$ cat config.mk
export PLATFORM = sky130hd
export DESIGN_NAME = rtc_work_timer_flat
export DESIGN_NICKNAME = d
export VERILOG_FILES = /design/src/rtl/rtc_work_timer_pkg.sv /design/src/rtl/rtc_work_timer_if.sv /design/src/rtl/rtc_work_timer_hms_counter.sv /design/src/rtl/rtc_work_timer.sv /design/src/flat_wrapper.sv
export SDC_FILE = /design/constraint.sdc
export NUM_CORES = 1
export LEC_CHECK = 0
export CAP_MARGIN = 25
export CORE_ASPECT_RATIO = 0.8
export CORE_MARGIN = 1
export CORE_UTILIZATION = 60
export CTS_BUF_LIST = sky130_fd_sc_hd__clkbuf_8
export DETAILED_ROUTE_END_ITERATION = 12
export GPL_TIMING_DRIVEN = 0
export PLACE_DENSITY_LB_ADDON = 0.05
export SLEW_MARGIN = 20
export SYNTH_ARGS = -nofsm -noshare
export SYNTH_HDL_FRONTEND = slang
export SYNTH_SLANG_ARGS = --single-unit
$ cat constraint.sdc
create_clock -name clk -period 5.87 [get_ports clk]
set_input_delay 1.174 -clock clk [delete_from_list [all_inputs] [get_ports clk]]
set_output_delay 1.174 -clock clk [all_outputs]
set_load 0.01 [all_outputs]
$ cat src/rtl/rtc_work_timer_pkg.sv
// Shared constants, counter mode and packed-bus helpers for the RTC / work-time timer.
package rtc_pkg;

  localparam int SEC_MAX = 59;
  localparam int MIN_MAX = 59;

  typedef enum logic {
    HMS_WRAP = 1'b0,
    HMS_SAT  = 1'b1
  } hms_mode_e;

  // Low bit index of element idx in a packed vector of width-wide elements.
  function automatic int slice_lo(input int idx, input int width);
    return idx * width;
  endfunction

endpackage

$ cat src/rtl/rtc_work_timer_if.sv
// Control/status bundle between the appliance FSM, the timer and the display/alarm logic.
interface rtc_work_timer_if #(
  parameter int NUM_CH  = 2,
  parameter int WORK_HW = 6
);
  localparam int CH_W = (NUM_CH > 1) ? $clog2(NUM_CH) : 1;

  logic                      power_on;
  logic                      tod_load;
  logic [4:0]                tod_load_h;
  logic [5:0]                tod_load_m;
  logic                      tod_load_err;
  logic [4:0]                hour;
  logic [5:0]                minute;
  logic [5:0]                second;
  logic                      sec_tick;
  logic [NUM_CH-1:0]         ch_run;
  logic [NUM_CH-1:0]         ch_clear;
  logic                      thr_we;
  logic [CH_W-1:0]           thr_ch;
  logic [WORK_HW-1:0]        thr_h;
  logic [5:0]                thr_m;
  logic [NUM_CH*WORK_HW-1:0] work_hours;
  logic [NUM_CH*6-1:0]       work_minutes;
  logic [NUM_CH*6-1:0]       work_seconds;
  logic [NUM_CH-1:0]         remind;
  logic [NUM_CH-1:0]         remind_ack;

  modport master (
    output power_on, tod_load, tod_load_h, tod_load_m, ch_run, ch_clear,
           thr_we, thr_ch, thr_h, thr_m, remind_ack,
    input  tod_load_err, hour, minute, second, sec_tick,
           work_hours, work_minutes, work_seconds, remind
  );

  modport slave (
    input  power_on, tod_load, tod_load_h, tod_load_m, ch_run, ch_clear,
           thr_we, thr_ch, thr_h, thr_m, remind_ack,
    output tod_load_err, hour, minute, second, sec_tick,
           work_hours, work_minutes, work_seconds, remind
  );

endinterface

$ cat src/rtl/rtc_work_timer_hms_counter.sv
// Hours:minutes:seconds counter; wraps at HOUR_MAX-1:59:59 or saturates there.
module hms_counter
  import rtc_pkg::*;
#(
  parameter int        HW       = 5,
  parameter int        HOUR_MAX = 24,
  parameter hms_mode_e MODE     = HMS_WRAP
) (
  input  logic          clk,
  input  logic          reset,
  input  logic          clr,
  input  logic          load,
  input  logic [HW-1:0] ld_h,
  input  logic [5:0]    ld_m,
  input  logic          inc,
  output logic [HW-1:0] h,
  output logic [5:0]    m,
  output logic [5:0]    s
);

  logic [HW-1:0] h_q, h_d;
  logic [5:0]    m_q, m_d;
  logic [5:0]    s_q, s_d;
  logic          s_top, m_top, h_top, at_sat;

  always_comb begin
    s_top  = (s_q == 6'(SEC_MAX));
    m_top  = (m_q == 6'(MIN_MAX));
    h_top  = (32'(h_q) == 32'(HOUR_MAX - 1));
    at_sat = (MODE == HMS_SAT) && h_top && m_top && s_top;
    h_d = h_q;
    m_d = m_q;
    s_d = s_q;
    // clear beats load beats increment
    if (clr) begin
      h_d = '0;
      m_d = '0;
      s_d = '0;
    end else if (load) begin
      h_d = ld_h;
      m_d = ld_m;
      s_d = '0;
    end else if (inc && !at_sat) begin
      s_d = s_top ? 6'd0 : s_q + 6'd1;
      if (s_top) begin
        m_d = m_top ? 6'd0 : m_q + 6'd1;
        if (m_top) begin
          h_d = h_top ? '0 : h_q + 1'b1;
        end
      end
    end
  end

  always_ff @(posedge clk) begin
    if (reset) begin
      h_q <= '0;
      m_q <= '0;
      s_q <= '0;
    end else begin
      h_q <= h_d;
      m_q <= m_d;
      s_q <= s_d;
    end
  end

  assign h = h_q;
  assign m = m_q;
  assign s = s_q;

endmodule

$ cat src/rtl/rtc_work_timer.sv
// Time-of-day clock plus NUM_CH saturating work-time accumulators with threshold reminders.
module rtc_work_timer
  import rtc_pkg::*;
#(
  parameter int CLK_DIV      = 100_000_000,
  parameter int NUM_CH       = 2,
  parameter int HOUR_MAX     = 24,
  parameter int WORK_HW      = 6,
  parameter int REMIND_H_DEF = 10
) (
  input logic             clk,
  input logic             reset,
  rtc_work_timer_if.slave bus
);

  localparam int CNT_W = (CLK_DIV > 2) ? $clog2(CLK_DIV) : 1;

  logic [CNT_W-1:0] presc_q, presc_d;
  logic             tick_q, tick_d;
  logic             load_err_q, load_err_d;
  logic             load_ok;
  logic             tod_inc;
  logic             thr_ok;

  always_comb begin
    presc_d    = (presc_q == CNT_W'(CLK_DIV - 1)) ? '0 : presc_q + 1'b1;
    tick_d     = (presc_d == CNT_W'(CLK_DIV - 1));
    load_ok    = bus.tod_load && (32'(bus.tod_load_h) < 32'(HOUR_MAX))
                 && (32'(bus.tod_load_m) <= 32'(MIN_MAX));
    load_err_d = bus.tod_load && !load_ok;
    tod_inc    = tick_q && bus.power_on;
    thr_ok     = bus.thr_we && (32'(bus.thr_ch) < 32'(NUM_CH))
                 && (32'(bus.thr_m) <= 32'(MIN_MAX));
  end

  always_ff @(posedge clk) begin
    if (reset) begin
      presc_q    <= '0;
      tick_q     <= 1'b0;
      load_err_q <= 1'b0;
    end else begin
      presc_q    <= presc_d;
      tick_q     <= tick_d;
      load_err_q <= load_err_d;
    end
  end

  assign bus.sec_tick     = tick_q;
  assign bus.tod_load_err = load_err_q;

  hms_counter #(
    .HW       (5),
    .HOUR_MAX (HOUR_MAX),
    .MODE     (HMS_WRAP)
  ) u_tod (
    .clk   (clk),
    .reset (reset),
    .clr   (1'b0),
    .load  (load_ok),
    .ld_h  (bus.tod_load_h),
    .ld_m  (bus.tod_load_m),
    .inc   (tod_inc),
    .h     (bus.hour),
    .m     (bus.minute),
    .s     (bus.second)
  );

  genvar gi;
  generate
    for (gi = 0; gi < NUM_CH; gi++) begin : g_ch
      logic [WORK_HW-1:0] cnt_h;
      logic [5:0]         cnt_m, cnt_s;
      logic [WORK_HW-1:0] thr_h_q, thr_h_d;
      logic [5:0]         thr_m_q, thr_m_d;
      logic               above, above_q;
      logic               remind_q, remind_d;

      hms_counter #(
        .HW       (WORK_HW),
        .HOUR_MAX (2 ** WORK_HW),
        .MODE     (HMS_SAT)
      ) u_work (
        .clk   (clk),
        .reset (reset),
        .clr   (bus.ch_clear[gi]),
        .load  (1'b0),
        .ld_h  ('0),
        .ld_m  ('0),
        .inc   (tick_q && bus.ch_run[gi]),
        .h     (cnt_h),
        .m     (cnt_m),
        .s     (cnt_s)
      );

      // A zero threshold disables the reminder; the minutes field is always < 60,
      // so the concatenation compares as a single hh:mm value.
      always_comb begin
        thr_h_d = thr_h_q;
        thr_m_d = thr_m_q;
        if (thr_ok && (32'(bus.thr_ch) == gi)) begin
          thr_h_d = bus.thr_h;
          thr_m_d = bus.thr_m;
        end
        above    = ({cnt_h, cnt_m} >= {thr_h_q, thr_m_q}) && (|{thr_h_q, thr_m_q});
        remind_d = remind_q;
        if (bus.ch_clear[gi]) begin
          remind_d = 1'b0;
        end else if (above && !above_q) begin
          remind_d = 1'b1;
        end else if (bus.remind_ack[gi]) begin
          remind_d = 1'b0;
        end
      end

      always_ff @(posedge clk) begin
        if (reset) begin
          thr_h_q  <= WORK_HW'(REMIND_H_DEF);
          thr_m_q  <= '0;
          above_q  <= 1'b0;
          remind_q <= 1'b0;
        end else begin
          thr_h_q  <= thr_h_d;
          thr_m_q  <= thr_m_d;
          above_q  <= above;
          remind_q <= remind_d;
        end
      end

      assign bus.work_hours[slice_lo(gi, WORK_HW) +: WORK_HW] = cnt_h;
      assign bus.work_minutes[slice_lo(gi, 6) +: 6]           = cnt_m;
      assign bus.work_seconds[slice_lo(gi, 6) +: 6]           = cnt_s;
      assign bus.remind[gi]                                   = remind_q;
    end
  endgenerate

endmodule

$ cat src/flat_wrapper.sv
// flat-port wrapper written by rule: the top's interface ports become plain ports
module rtc_work_timer_flat import rtc_pkg::*;
#(
  parameter int CLK_DIV      = 100_000_000,
  parameter int NUM_CH       = 2,
  parameter int HOUR_MAX     = 24,
  parameter int WORK_HW      = 6,
  parameter int REMIND_H_DEF = 10
)
  (clk, reset, bus_power_on, bus_tod_load, bus_tod_load_h, bus_tod_load_m, bus_ch_run, bus_ch_clear, bus_thr_we, bus_thr_ch, bus_thr_h, bus_thr_m, bus_remind_ack, bus_tod_load_err, bus_hour, bus_minute, bus_second, bus_sec_tick, bus_work_hours, bus_work_minutes, bus_work_seconds, bus_remind);
  rtc_work_timer_if #(.NUM_CH(NUM_CH), .WORK_HW(WORK_HW)) bus_i ();
  input logic clk;
  input logic reset;
  input wire logic [$bits(bus_i.power_on)-1:0] bus_power_on;
  input wire logic [$bits(bus_i.tod_load)-1:0] bus_tod_load;
  input wire logic [$bits(bus_i.tod_load_h)-1:0] bus_tod_load_h;
  input wire logic [$bits(bus_i.tod_load_m)-1:0] bus_tod_load_m;
  input wire logic [$bits(bus_i.ch_run)-1:0] bus_ch_run;
  input wire logic [$bits(bus_i.ch_clear)-1:0] bus_ch_clear;
  input wire logic [$bits(bus_i.thr_we)-1:0] bus_thr_we;
  input wire logic [$bits(bus_i.thr_ch)-1:0] bus_thr_ch;
  input wire logic [$bits(bus_i.thr_h)-1:0] bus_thr_h;
  input wire logic [$bits(bus_i.thr_m)-1:0] bus_thr_m;
  input wire logic [$bits(bus_i.remind_ack)-1:0] bus_remind_ack;
  output wire logic [$bits(bus_i.tod_load_err)-1:0] bus_tod_load_err;
  output wire logic [$bits(bus_i.hour)-1:0] bus_hour;
  output wire logic [$bits(bus_i.minute)-1:0] bus_minute;
  output wire logic [$bits(bus_i.second)-1:0] bus_second;
  output wire logic [$bits(bus_i.sec_tick)-1:0] bus_sec_tick;
  output wire logic [$bits(bus_i.work_hours)-1:0] bus_work_hours;
  output wire logic [$bits(bus_i.work_minutes)-1:0] bus_work_minutes;
  output wire logic [$bits(bus_i.work_seconds)-1:0] bus_work_seconds;
  output wire logic [$bits(bus_i.remind)-1:0] bus_remind;
  assign bus_i.power_on = bus_power_on;
  assign bus_i.tod_load = bus_tod_load;
  assign bus_i.tod_load_h = bus_tod_load_h;
  assign bus_i.tod_load_m = bus_tod_load_m;
  assign bus_i.ch_run = bus_ch_run;
  assign bus_i.ch_clear = bus_ch_clear;
  assign bus_i.thr_we = bus_thr_we;
  assign bus_i.thr_ch = bus_thr_ch;
  assign bus_i.thr_h = bus_thr_h;
  assign bus_i.thr_m = bus_thr_m;
  assign bus_i.remind_ack = bus_remind_ack;
  assign bus_tod_load_err = bus_i.tod_load_err;
  assign bus_hour = bus_i.hour;
  assign bus_minute = bus_i.minute;
  assign bus_second = bus_i.second;
  assign bus_sec_tick = bus_i.sec_tick;
  assign bus_work_hours = bus_i.work_hours;
  assign bus_work_minutes = bus_i.work_minutes;
  assign bus_work_seconds = bus_i.work_seconds;
  assign bus_remind = bus_i.remind;
  rtc_work_timer #(.CLK_DIV(CLK_DIV), .NUM_CH(NUM_CH), .HOUR_MAX(HOUR_MAX), .WORK_HW(WORK_HW), .REMIND_H_DEF(REMIND_H_DEF)) u_core (.clk(clk), .reset(reset), .bus(bus_i));
endmodule
# Word-level counts from Yosys, hierarchy flattened
# Index checks and enable logic that the tools add are counted.
op_classes:
  n_reduce_logical: 40
  n_bitwise: 1
  magnitude_cmp: 5
  add_sub_neg: 10
  mux: 21
  eq_ne: 11
op_table:
  columns: ["cell", "n"]
  rows:
  - ["$mux W6", 11]
  - ["$eq A27 B27 Y1 const B", 2]
  - ["$add A6 B1 Y6 const B", 8]
  - ["$eq A6 B6 Y1 const B", 8]
  - ["$add A27 B1 Y27 const B", 1]
  - ["$mux W27", 1]
  - ["$mux W5", 5]
  - ["$ge A12 B12 Y1", 2]
  - ["$reduce_or A12 Y1", 2]
  - ["$logic_and A1 B1 Y1", 19]
  - ["$le A6 B6 Y1 const B", 2]
  - ["$reduce_bool A2 Y1", 5]
  - ["$reduce_and A3 Y1", 3]
  - ["$reduce_and A2 Y1", 3]
  - ["$reduce_or A2 Y1", 3]
  - ["$add A5 B1 Y5 const B", 1]
  - ["$eq A5 B5 Y1 const B", 1]
  - ["$logic_not A1 Y1", 5]
  - ["$lt A5 B5 Y1 const B", 1]
  - ["$mux W1", 4]
  - ["$not A1 Y1", 1]
word_totals:
  output_inout_bits: 57
  register_bits: 110
  in_bits: 35
  word_cells: 108

# Logic depth before layout (Yosys ltp)
logic_depth:
  word_depth: 6
  ltp_mapped: 8
  depth_no_buf: 8

# Cells and area by module
# A second synthesis with hierarchy kept.
hier_totals:
  cells_unflattened: 736
  area_unflattened_um2: 6228.5
modules_own_cells:
  columns: ["module", "area_per_inst_um2", "n_inst", "seq_area_each_um2", "cells_each"]
  rows:
  - ["rtc_work_timer", 3253.1, 1, 1141.1, 395]
  - ["hms_counter at u_core.g_ch[0].u_work ...", 1031.0, 2, 360.3, 118]
  - ["hms_counter at u_core.u_tod", 913.4, 1, 340.3, 105]

# Least setup slack after synthesis
# Ideal clock, no wire load.
synth_timing:
  path_kind: "input -> register"
  from: "in bus_power_on"
  to: "reg u_core.u_tod.h_q[4], in the netlist u_core.u_tod.h[4]"
  setup_time_ns: 0.112
  t_required_ns: 5.758
  arrival_ns: 2.359
  stages: 5
  n_path_buf: 0
  slack_ns: 3.399
  cell_sequence: "nand3_1 -> or4_4 -> o21ai_4 -> a21oi_1 -> a2111oi_1"
synth_via:
  elab_chain_len: 3
synth_lines:
  columns: ["item", "line_no", "rtl"]
  rows:
  - ["from (decl)", "flat_wrapper.sv:14", "input wire logic [$bits(bus_i.power_on)-1:0] bus_power_on;"]
  - ["$logic_and A1 B1 Y1", "rtc_work_timer.sv:31", "tod_inc = tick_q && bus.power_on;"]
  - ["$reduce_bool A2 Y1 (no line)", null, null]
  - ["$reduce_and A3 Y1 (no line)", null, null]
  - ["to (signal assigned)", "rtc_work_timer_hms_counter.sv:56", "h_q <= '0;"]
  - ["to (signal assigned)", "rtc_work_timer_hms_counter.sv:60", "h_q <= h_d;"]
  - ["to (decl)", "rtc_work_timer_hms_counter.sv:21", "logic [HW-1:0] h_q, h_d;"]
# Every way passes these cells.
# A chain may end at the register's enable or synchronous reset.

# Worst setup path in the final report
layout_timing:
  from: "in bus_power_on"
  to: "reg u_core.u_tod.m_q[3], in the netlist u_core.u_tod.m[3]"
layout_via:
  elab_chain_len: 3
layout_lines:
  columns: ["item", "line_no", "rtl"]
  rows:
  - ["$logic_and A1 B1 Y1", "rtc_work_timer.sv:31", null]
  - ["$reduce_bool A2 Y1 (no line)", null, null]
  - ["$reduce_and A2 Y1 (no line)", null, null]
  - ["to (signal assigned)", "rtc_work_timer_hms_counter.sv:61", "m_q <= m_d;"]
  - ["to (decl)", "rtc_work_timer_hms_counter.sv:22", "logic [5:0] m_q, m_d;"]
# Every way passes these cells.

==> summary.txt <==
Status - finished with violations
Failing checks - DRC
DRC viols - 4
Final Skew - 0.00889 ns
Antenna-violating nets left - 0
Clock sinks - 110
Routed vias/inst - 5.82
Worst-Margin Slew - 0.731 ns
Die X-Extent - 112 microns
Clock Latency Late Sink - 0.38 ns
Die extent in y - 90.2 microns
Postcts setup bufs - 0
Rel. slew slack - 50.8%
Total wire length - 13800 microns
Mapped cell area - 5840 sq um
Post-DP HPWL - 10400 microns
Cells on worst reg2reg path - 7
Global placement routability congestion - 0.925
Fmax - 0.345 GHz
Flops & latches, synth - 110
TNS Setup - 0 ns
Pin count of the biggest net entering global routing - 18
Setup crit end kind - flop
Fraction of layout instances using a drive strength above 1 - 6.70%
Static Leak - 2.75 nW
RSZ-0062 raised after global routing - false
Layout area overhead - 21.1%
CP startpoint kind - input port
Reg-to-reg startpoint - u_core.g_ch[0].u_work.s[0]
Hold slack - 0.435 ns
Reg2reg setup slack - 3.63 ns
Inserted Diodes - 0
Core Box Area - 9230 sq um
Fin crit period - 2.90 ns
Clock transition at path regs - 0.10 ns
Commonest non-fill, non-tap cell in the layout - dfxtp_1
Cell mode on critical path - nor2_1
Hold Path Depth - 1
Critical path, cell by cell - clkdlybuf4s50_1 -> nand3_1 -> nor4_2 -> nor2_1 -> a31o_2 -> a221oi_1 -> nor2_1
IO buf count - 91
Root buf cell - clkbuf_8
Kind of critical path - in2reg
Maximum fanout along the worst path - 7
Critical path's top delay family - simple AND/OR/NAND/NOR gates
GRT overflow - 0
CTS Buffer Depth - 2
Primary FF master, synth - dfxtp_1
Final period util - 49.4%
Ys async rst share - 0%
Max stage delay cell, worst path - nor4_2
Initial Util - 63.2%
Cell variety after synth - 70
Ys Warns - 0
Die outline area - 10100 sq um
WP buf/inv - 1
Worst EP arrival - 3.15 ns
PnR worst setup slack - 2.97 ns
TritonCTS clock tree - built
Min-Delay Path Class - reg2reg
Post-Synthesis Cells - 685
Power Density - 187 nW/um^2
Max-Cap Viols - 0
CP max stage delay - 0.59 ns
Min-delay src - u_core.g_ch[0].above_q
Syn_area_per_cell - 8.52 sq um
Setup WS pre-CTS - 2.61 ns
Worst R2R End - u_core.g_ch[0].u_work.h[5]
Most frequent cells in the layout - dfxtp_1, nor2_1, clkdlybuf4s50_1, nand2_1, xor2_1
Final setup fails - 0
Via count - 5274
Fin. max-slew vios - 0
Hold EP - u_core.g_ch[0].remind_q
Sequential share of the synthesized area - 37.7%
# hold bufs at CTS - 0
Mapped Nets - 754
First-pass GRT wire length - 23500 microns
H-tree depth - 3
Final #Nets - 856
Total Routing Usage GR - 28.5%
IO Pins - 92
Drt pass-1 iters - 11
Resized cells post-CTS - 0
Drt initial violations - 361
Wirelength per Cell - 15.2 microns
Fin. Hold Viols - 0
Fillers - 700
Worst Path Required - 6.12 ns
VDD IR max - 0.155 mV
Number of synthesized flops with an enable pin - 0
CTS buffer count - 9
Vias in the first global route - 5025
Initial antenna violation count - 0
FP Rows - 31
==> area by class of cell <==
type,instances,area (sq um),share of cell area (%)
repair buffers,91,911,12.9
flip-flops and latches,110,2200,31.2
inverters,32,120,1.70
well taps,115,144,2.04
clock inverters,5,36.3,0.514
plain buffers,25,141,2.00
multi-input cells,518,3370,47.7
clock buffers,10,138,1.95
==> sequential cells by signal (all words and copies together) (netlist names) <==
name                     flops
u_core.g_ch.u_work.h        12
u_core.g_ch.thr_m_q         12
u_core.g_ch.u_work.s        12
u_core.g_ch.above_q          2
u_core.u_tod.m               6
u_core.presc_q              27
u_core.bus.tod_load_err      1
u_core.g_ch.u_work.m        12
u_core.u_tod.h               5
u_core.bus.sec_tick          1
u_core.g_ch.remind_q         2
u_core.u_tod.s               6
u_core.g_ch.thr_h_q         12
==> per-layer routing <==
metal / wire length, microns / track usage (%) / share of wire (%) / vias to the layer above
met2: 6390 / 46.6 / 46 / 162
met5: 0 / 0 / 0 / -
met1: 6450 / 38.3 / 47 / 2488
met4: 132 / 6.00 / 0.96 / 0
met3: 805 / 6.74 / 5.8 / 15
li1: - / - / - / 2609
==> per-stage QoR <==
| stage | instance area (sq um) | total power, mW | instances | util [%] |
|---|---|---|---|---|
| floorplan | 5840 | 0.856 | 685 | - |
| global placement | 6890 | 0.910 | 891 | 74.6 |
| detailed placement | 6890 | 0.913 | 891 | 74.6 |
| CTS | 7060 | 1.33 | 906 | 76.5 |
| global route | 7060 | 1.37 | 906 | 76.5 |
| finish | 7060 | 1.32 | 906 | 76.5 |
==> how the worst max path moves through the flow <==
stage               slack (ns)           endpoint  cells past startpoint         start
floorplan                 3.40  u_core.u_tod.h[4]                      5  bus_power_on
global placement          2.62  u_core.u_tod.m[3]                      7  bus_power_on
global route              2.82  u_core.u_tod.m[3]                      7  bus_power_on
finish                    2.97  u_core.u_tod.m[3]                      7  bus_power_on
CTS                       3.01  u_core.u_tod.m[3]                      7  bus_power_on
detailed placement        2.61  u_core.u_tod.m[3]                      7  bus_power_on
==> cells in the mapped netlist, types with 5 or more instances <==
cell | instances | area, sq um
a21o_1 | 14 | 105
a21oi_1 | 30 | 150
and3_1 | 17 | 106
clkbuf_1 | 11 | 41.3
dfxtp_1 | 110 | 2200
ha_1 | 34 | 425
inv_1 | 32 | 120
mux2i_1 | 14 | 140
nand2_1 | 73 | 274
nand2b_1 | 6 | 37.5
nand3_1 | 27 | 135
nand3b_1 | 6 | 45.0
nand4_1 | 29 | 181
nor2_1 | 100 | 375
nor3_1 | 7 | 35.0
nor4_1 | 16 | 100
o21ai_0 | 8 | 40.0
or2_2 | 5 | 31.3
xnor2_1 | 21 | 184
xor2_1 | 37 | 324
==> worst reg2reg max path: stages (launching register included) <==
cell,delay [ns]
dfxtp_1,0.41
ha_1,0.22
nand4_1,0.14
nor3_1,0.38
nor3b_2,0.55
nand4_1,0.20
xor2_1,0.17
nor2_1,0.05
==> power by group <==
part / switching (mW) / internal (mW)
Clock: 0.256 / 0.164
Sequential: 0.0155 / 0.761
Combinational: 0.0619 / 0.0596
==> kinds of logic (layout without fill, tap and decap cells) <==
logic type	after synthesis	count (layout)	share of synthesized area [%]
xor+xnor	59	59	8.98
flops	110	110	37.7
simple gates	326	326	29.0
compound gates	85	85	10.1
fa+ha+maj	34	34	7.29
buf+inv	57	163	4.48
mux	14	14	2.40
Power figures use the tool's default switching activity.
